### src/rtl/isqrt_rr_share.sv
// Round-robin front end sharing one pipelined integer square root among N requesters.
// A tag line matched to the root pipeline returns each result with its requester ID.
module isqrt_rr_share #(
  parameter int unsigned N         = 4,
  parameter int unsigned ID_W      = 2,
  parameter int unsigned ISQRT_LAT = 16
) (
  input  logic              clk,
  input  logic              rst,
  input  logic [N-1:0]      req_vld,
  input  logic [N*32-1:0]   req_x,
  output logic [N-1:0]      req_rdy,
  output logic              res_vld,
  output logic [ID_W-1:0]   res_id,
  output logic [31:0]       res,
  output logic              busy,
  output logic              err
);

  // Arbitration
  logic [ID_W-1:0] ptr_q;
  logic [ID_W-1:0] grant_id;
  logic            grant_any;

  always_comb begin
    int unsigned idx;
    idx       = 0;
    req_rdy   = '0;
    grant_id  = ptr_q;
    grant_any = 1'b0;
    for (int unsigned k = 1; k <= N; k++) begin
      idx = (32'(ptr_q) + k) % N;
      if (!grant_any && req_vld[ID_W'(idx)]) begin
        grant_any = 1'b1;
        grant_id  = ID_W'(idx);
      end
    end
    if (grant_any) req_rdy[grant_id] = 1'b1;
  end

  always_ff @(posedge clk) begin
    if (rst)            ptr_q <= ID_W'(N - 1);
    else if (grant_any) ptr_q <= grant_id;
  end

  // Operand mux; x holds its last value on idle cycles to avoid toggling the pipeline.
  logic [31:0] x_q;
  logic [31:0] isqrt_x;
  logic        isqrt_x_vld;

  always_comb begin
    isqrt_x_vld = grant_any;
    isqrt_x     = x_q;
    for (int i = 0; i < int'(N); i++) begin
      if (req_rdy[i]) isqrt_x = req_x[32*i +: 32];
    end
  end

  always_ff @(posedge clk) begin
    if (rst)              x_q <= '0;
    else if (isqrt_x_vld) x_q <= isqrt_x;
  end

  // Root pipeline: one result bit per stage, so ISQRT_LAT must be 16 for a 32-bit radicand.
  logic [ISQRT_LAT-1:0] sq_vld_q;
  logic [ISQRT_LAT-1:0] sq_vld_in;
  logic [15:0] sq_rem_q   [ISQRT_LAT];
  logic [15:0] sq_rem_in  [ISQRT_LAT];
  logic [15:0] sq_rem_d   [ISQRT_LAT];
  logic [15:0] sq_root_q  [ISQRT_LAT];
  logic [15:0] sq_root_in [ISQRT_LAT];
  logic [15:0] sq_root_d  [ISQRT_LAT];
  logic [31:0] sq_xs_q    [ISQRT_LAT];
  logic [31:0] sq_xs_in   [ISQRT_LAT];
  logic [31:0] sq_xs_d    [ISQRT_LAT];

  // Tag line
  logic [ISQRT_LAT-1:0] tag_vld_q;
  logic [ISQRT_LAT-1:0] tag_vld_in;
  logic [ID_W-1:0]      tag_id_q  [ISQRT_LAT];
  logic [ID_W-1:0]      tag_id_in [ISQRT_LAT];

  assign sq_vld_in  = {sq_vld_q[ISQRT_LAT-2:0], isqrt_x_vld};
  assign tag_vld_in = {tag_vld_q[ISQRT_LAT-2:0], grant_any};

  for (genvar s = 0; s < ISQRT_LAT; s++) begin : g_link
    if (s == 0) begin : g_head
      assign sq_rem_in[s]  = '0;
      assign sq_root_in[s] = '0;
      assign sq_xs_in[s]   = isqrt_x;
      assign tag_id_in[s]  = grant_id;
    end else begin : g_tail
      assign sq_rem_in[s]  = sq_rem_q[s-1];
      assign sq_root_in[s] = sq_root_q[s-1];
      assign sq_xs_in[s]   = sq_xs_q[s-1];
      assign tag_id_in[s]  = tag_id_q[s-1];
    end
  end

  always_comb begin
    logic [17:0] rem_sh;
    logic [17:0] trial;
    rem_sh = '0;
    trial  = '0;
    for (int s = 0; s < int'(ISQRT_LAT); s++) begin
      rem_sh     = {sq_rem_in[s], sq_xs_in[s][31:30]};
      trial      = {sq_root_in[s], 2'b01};
      sq_xs_d[s] = {sq_xs_in[s][29:0], 2'b00};
      // Remainder stays below 2^16 for every stage whose remainder is consumed.
      if (rem_sh >= trial) begin
        sq_rem_d[s]  = 16'(rem_sh - trial);
        sq_root_d[s] = {sq_root_in[s][14:0], 1'b1};
      end else begin
        sq_rem_d[s]  = rem_sh[15:0];
        sq_root_d[s] = {sq_root_in[s][14:0], 1'b0};
      end
    end
  end

  always_ff @(posedge clk) begin
    if (rst) begin
      sq_vld_q  <= '0;
      tag_vld_q <= '0;
    end else begin
      sq_vld_q  <= sq_vld_in;
      tag_vld_q <= tag_vld_in;
    end
  end

  always_ff @(posedge clk) begin
    for (int s = 0; s < int'(ISQRT_LAT); s++) begin
      if (sq_vld_in[s]) begin
        sq_rem_q[s]  <= sq_rem_d[s];
        sq_root_q[s] <= sq_root_d[s];
        sq_xs_q[s]   <= sq_xs_d[s];
      end
      if (tag_vld_in[s]) tag_id_q[s] <= tag_id_in[s];
    end
  end

  // Output register
  logic        y_vld;
  logic [15:0] y;
  logic        tag_out_vld;

  assign y_vld       = sq_vld_q[ISQRT_LAT-1];
  assign y           = sq_root_q[ISQRT_LAT-1];
  assign tag_out_vld = tag_vld_q[ISQRT_LAT-1];

  always_ff @(posedge clk) begin
    if (rst) begin
      res_vld <= 1'b0;
      res_id  <= '0;
      res     <= '0;
      err     <= 1'b0;
    end else begin
      res_vld <= tag_out_vld;
      if (tag_out_vld) begin
        res    <= {16'b0, y};
        res_id <= tag_id_q[ISQRT_LAT-1];
      end
      if (y_vld != tag_out_vld) err <= 1'b1;
    end
  end

  assign busy = (|tag_vld_q) | res_vld;

endmodule

### config.mk
export PLATFORM = sky130hd
export DESIGN_NAME = isqrt_rr_share
export DESIGN_NICKNAME = d
export VERILOG_FILES = /design/src/rtl/isqrt_rr_share.sv
export SDC_FILE = /design/constraint.sdc
export NUM_CORES = 1
export LEC_CHECK = 0
export BUFFER_PORTS_ARGS = -buffer_cell sky130_fd_sc_hd__buf_2
export CORE_MARGIN = 3
export CORE_UTILIZATION = 62
export DETAILED_ROUTE_END_ITERATION = 8
export PLACE_DENSITY = 0.81
export SYNTH_ARGS = -nofsm -noshare
export SYNTH_HDL_FRONTEND = slang
export SYNTH_SLANG_ARGS = --single-unit
### constraint.sdc
create_clock -name clk -period 3.4 [get_ports clk]
set_input_delay 0 -clock clk [delete_from_list [all_inputs] [get_ports clk]]
set_output_delay 0 -clock clk [all_outputs]
set_load 0.02 [all_outputs]
==> impl_metrics.env <==
export IMPL_layout_min_cycle_time_ps=3186
export IMPL_worst_slew_pin_transition_ps=1249
export IMPL_post_dp_cell_area_um2=34410
export IMPL_routabilityCongestion=0.9228
export IMPL_p_leak_nw=14.39
export IMPL_ys_seq_area_frac=0.6201
export IMPL_cpPeakStageDelay_ps=820
export IMPL_worst_ep_arrival_time_ps=3720
export IMPL_rows=83
export IMPL_track_usage=0.2404
export IMPL_p_switching_w=0.004241
export IMPL_drive_above_1_share=0.1507
export IMPL_grt_max_degree=70
export IMPL_numCtsBuffers=72
export IMPL_pwr_share_clk=0.405
export IMPL_cp_required_ps=3940
export IMPL_routed_wirelength_mm=67.22
export IMPL_final_cell_mix="edfxtp_1 (632), inv_1 (193), buf_2 (157)"
export IMPL_crit_family="compound AO/OA/AOI/OAI gates"
export IMPL_ys_types=92
export IMPL_crit_top_cell="nor2b_1"
export IMPL_grt_pass1_vias=21460
export IMPL_fp_dieH_um=236.1
export IMPL_cp_slowest_cell="o21ai_4"
export IMPL_cts_hold_buf=69
export IMPL_drv_slew=0
export IMPL_path_clk_slew_ps=60
export IMPL_detail_route_vias_per_cell=5.995
export IMPL_htreeDepth=3
export IMPL_clkLatencyLatePin_ps=610
export IMPL_cts_path_max_buffers=3
export IMPL_overflow=0
export IMPL_post_cts_setup_buffers=0
export IMPL_synth_enable_flop_cells=632
export IMPL_antenna_cells=0
export IMPL_wl_per_cell_um=19.10
export IMPL_max_freq_mhz=313.9
export IMPL_crit_buf_inv=2
export IMPL_dieArea_um2=55760
export IMPL_comb_power_share=0.076
export IMPL_rsz0062_at_grt="no"
export IMPL_vias=21100
export IMPL_status="completed"
export IMPL_syn_area_per_cell_um2=13.04
export IMPL_cts_resized=0
export IMPL_p_int_w=0.01518
export IMPL_async_reset_ff_frac=0
export IMPL_setup_violations=0
export IMPL_path_cells="nor2b_1, o21ai_4, buf_4, a31oi_1, o21ai_0, a22o_1, dlygate4sd3_1, nor2b_1"
export IMPL_p_per_area_nw_per_um2=517.8
export IMPL_final_common_cell="edfxtp_1"
export IMPL_core_area_um2=51820
export IMPL_syn_to_final_growth_pct=14.20
export IMPL_holdWs_ps=57.05
export IMPL_fin_area_um2=37500
export IMPL_drtIter0Drc=1627
export IMPL_synth_warnings=0
export IMPL_max_cap_viol_count=0
export IMPL_syn_inst=2518
export IMPL_synth_ff_latch_count=701
export IMPL_peakVddDrop_mv=0.3686
export IMPL_crit_fanout=39
export IMPL_crit_path_end_kind="flop"
export IMPL_io_pins=175
export IMPL_die_x_um=236.1
export IMPL_pwr_share_seq=0.519
export IMPL_switching_share=0.2184
export IMPL_totalNegativeSetupSlack_ps=0
export IMPL_final_nets=3069
export IMPL_syn_area_um2=32830
export IMPL_hold_path_class="input pin to flop"
export IMPL_hpwl_mm=47.30
export IMPL_start_kind="flop"
export IMPL_relSlewSlack=0.1675
export IMPL_grt_pass1_wl_mm=109.5
export IMPL_cts_tree="built"
export IMPL_root_buffer="clkbuf_16"
export IMPL_crit_type="flop to flop"
export IMPL_port_buffers=157
export IMPL_final_antenna_net_count=0
export IMPL_clkSinkCount=701
export IMPL_hold_viol_final=0
export IMPL_dr_pass1_iters=5
export IMPL_drc_errors=0
export IMPL_antenna_found_initial=0
export IMPL_synth_flop_cell="edfxtp_1"
export IMPL_initial_core_util=0.6336
export IMPL_fin_worst_skew_ps=24.11
export IMPL_fin_crit_sh=0.9369
## cell families after synthesis
kind of cell,Yosys count,synth area share
simple gates,613,0.1027
fa+ha+maj,152,0.05792
flops,701,0.6201
xor+xnor,145,0.03868
compound gates,515,0.1084
mux,107,0.03605
buf+inv,284,0.03612
other cells,1,0.0001142
## final timing paths
kind / end / cells after the start / startpoint / slack (ps)
max reg2reg: x_q[23]$_SDFFE_PP0P_ / 8 / ptr_q[0]$_SDFFE_PP1P_ / 210
min: ptr_q[1]$_SDFFE_PP1P_ / 3 / req_vld[2] / 60
min reg2reg: sq_xs_q[1][51]$_DFFE_PP_ / 0 / sq_xs_q[1][19]$_DFFE_PP_ / 410
max: x_q[23]$_SDFFE_PP0P_ / 8 / ptr_q[0]$_SDFFE_PP1P_ / 210
## synthesized netlist by cell type (40+ instances only)
master | number | share of area
nor3_1 | 42 | 0.0064
xnor2_1 | 91 | 0.024
mux2_2 | 66 | 0.023
edfxtp_1 | 632 | 0.58
inv_1 | 193 | 0.022
nand3_1 | 45 | 0.0069
o21a_1 | 48 | 0.011
ha_1 | 152 | 0.058
clkbuf_1 | 48 | 0.0055
xor2_1 | 54 | 0.014
nor2b_1 | 76 | 0.014
nor2_1 | 133 | 0.015
a31oi_1 | 40 | 0.0076
nand2_1 | 74 | 0.0085
a21oi_1 | 90 | 0.014
dfxtp_1 | 69 | 0.042
nor4_1 | 56 | 0.011
o21ai_0 | 108 | 0.016
nand4_1 | 54 | 0.010
## through the flow
step	cells	total power (W)	worst slack, ps	util
2_1_floorplan	2535	0.01108	726.4	-
3_3_place_gp	3320	0.01146	440.1	0.6640
3_5_place_dp	3320	0.01153	344.8	0.6640
4_1_cts	3520	0.01957	266.3	0.7236
5_1_grt	3520	0.02011	64.12	0.7236
6_report	3520	0.01942	214.4	0.7236
## sequential cells by signal (all words and copies together) (netlist names)
register   count
ptr_q          2
res           16
res_id         2
res_vld        1
sq_rem_q     224
sq_root_q    136
sq_vld_q      16
sq_xs_q      240
tag_id_q      32
x_q           32
## worst min-delay path: stages
cell and delay, ps:
buf_2 120, nor2_1 120, a311o_1 360
## power groups by stage
stage | clock network, W | logic, W | registers (W)
global placement | 0 | 0.00124 | 0.0102
floorplan | 0 | 0.000937 | 0.0101
CTS | 0.00804 | 0.00146 | 0.0101
finish | 0.00787 | 0.00148 | 0.0101
global route | 0.00839 | 0.00161 | 0.0101
detailed placement | 0 | 0.00128 | 0.0102
## final cells by class
cell class / count / area [um2]
fill: 3363 / 14330
timing repair buffer: 260 / 1744
inverter: 198 / 743.2
clock buffer: 89 / 1947
clock inverter: 42 / 447.9
tap: 680 / 850.8
sequential: 701 / 20370
multi-input combinational: 1550 / 11390
## layer usage
layer,vias to the layer above,GRT usage,routed length (um)
li1,10010,-,-
met1,10310,0.3061,27830
met2,664,0.4164,33710
met3,129,0.03765,3534
met4,0,0.09237,2151
met5,-,0,0
Power figures use the tool's default switching activity.
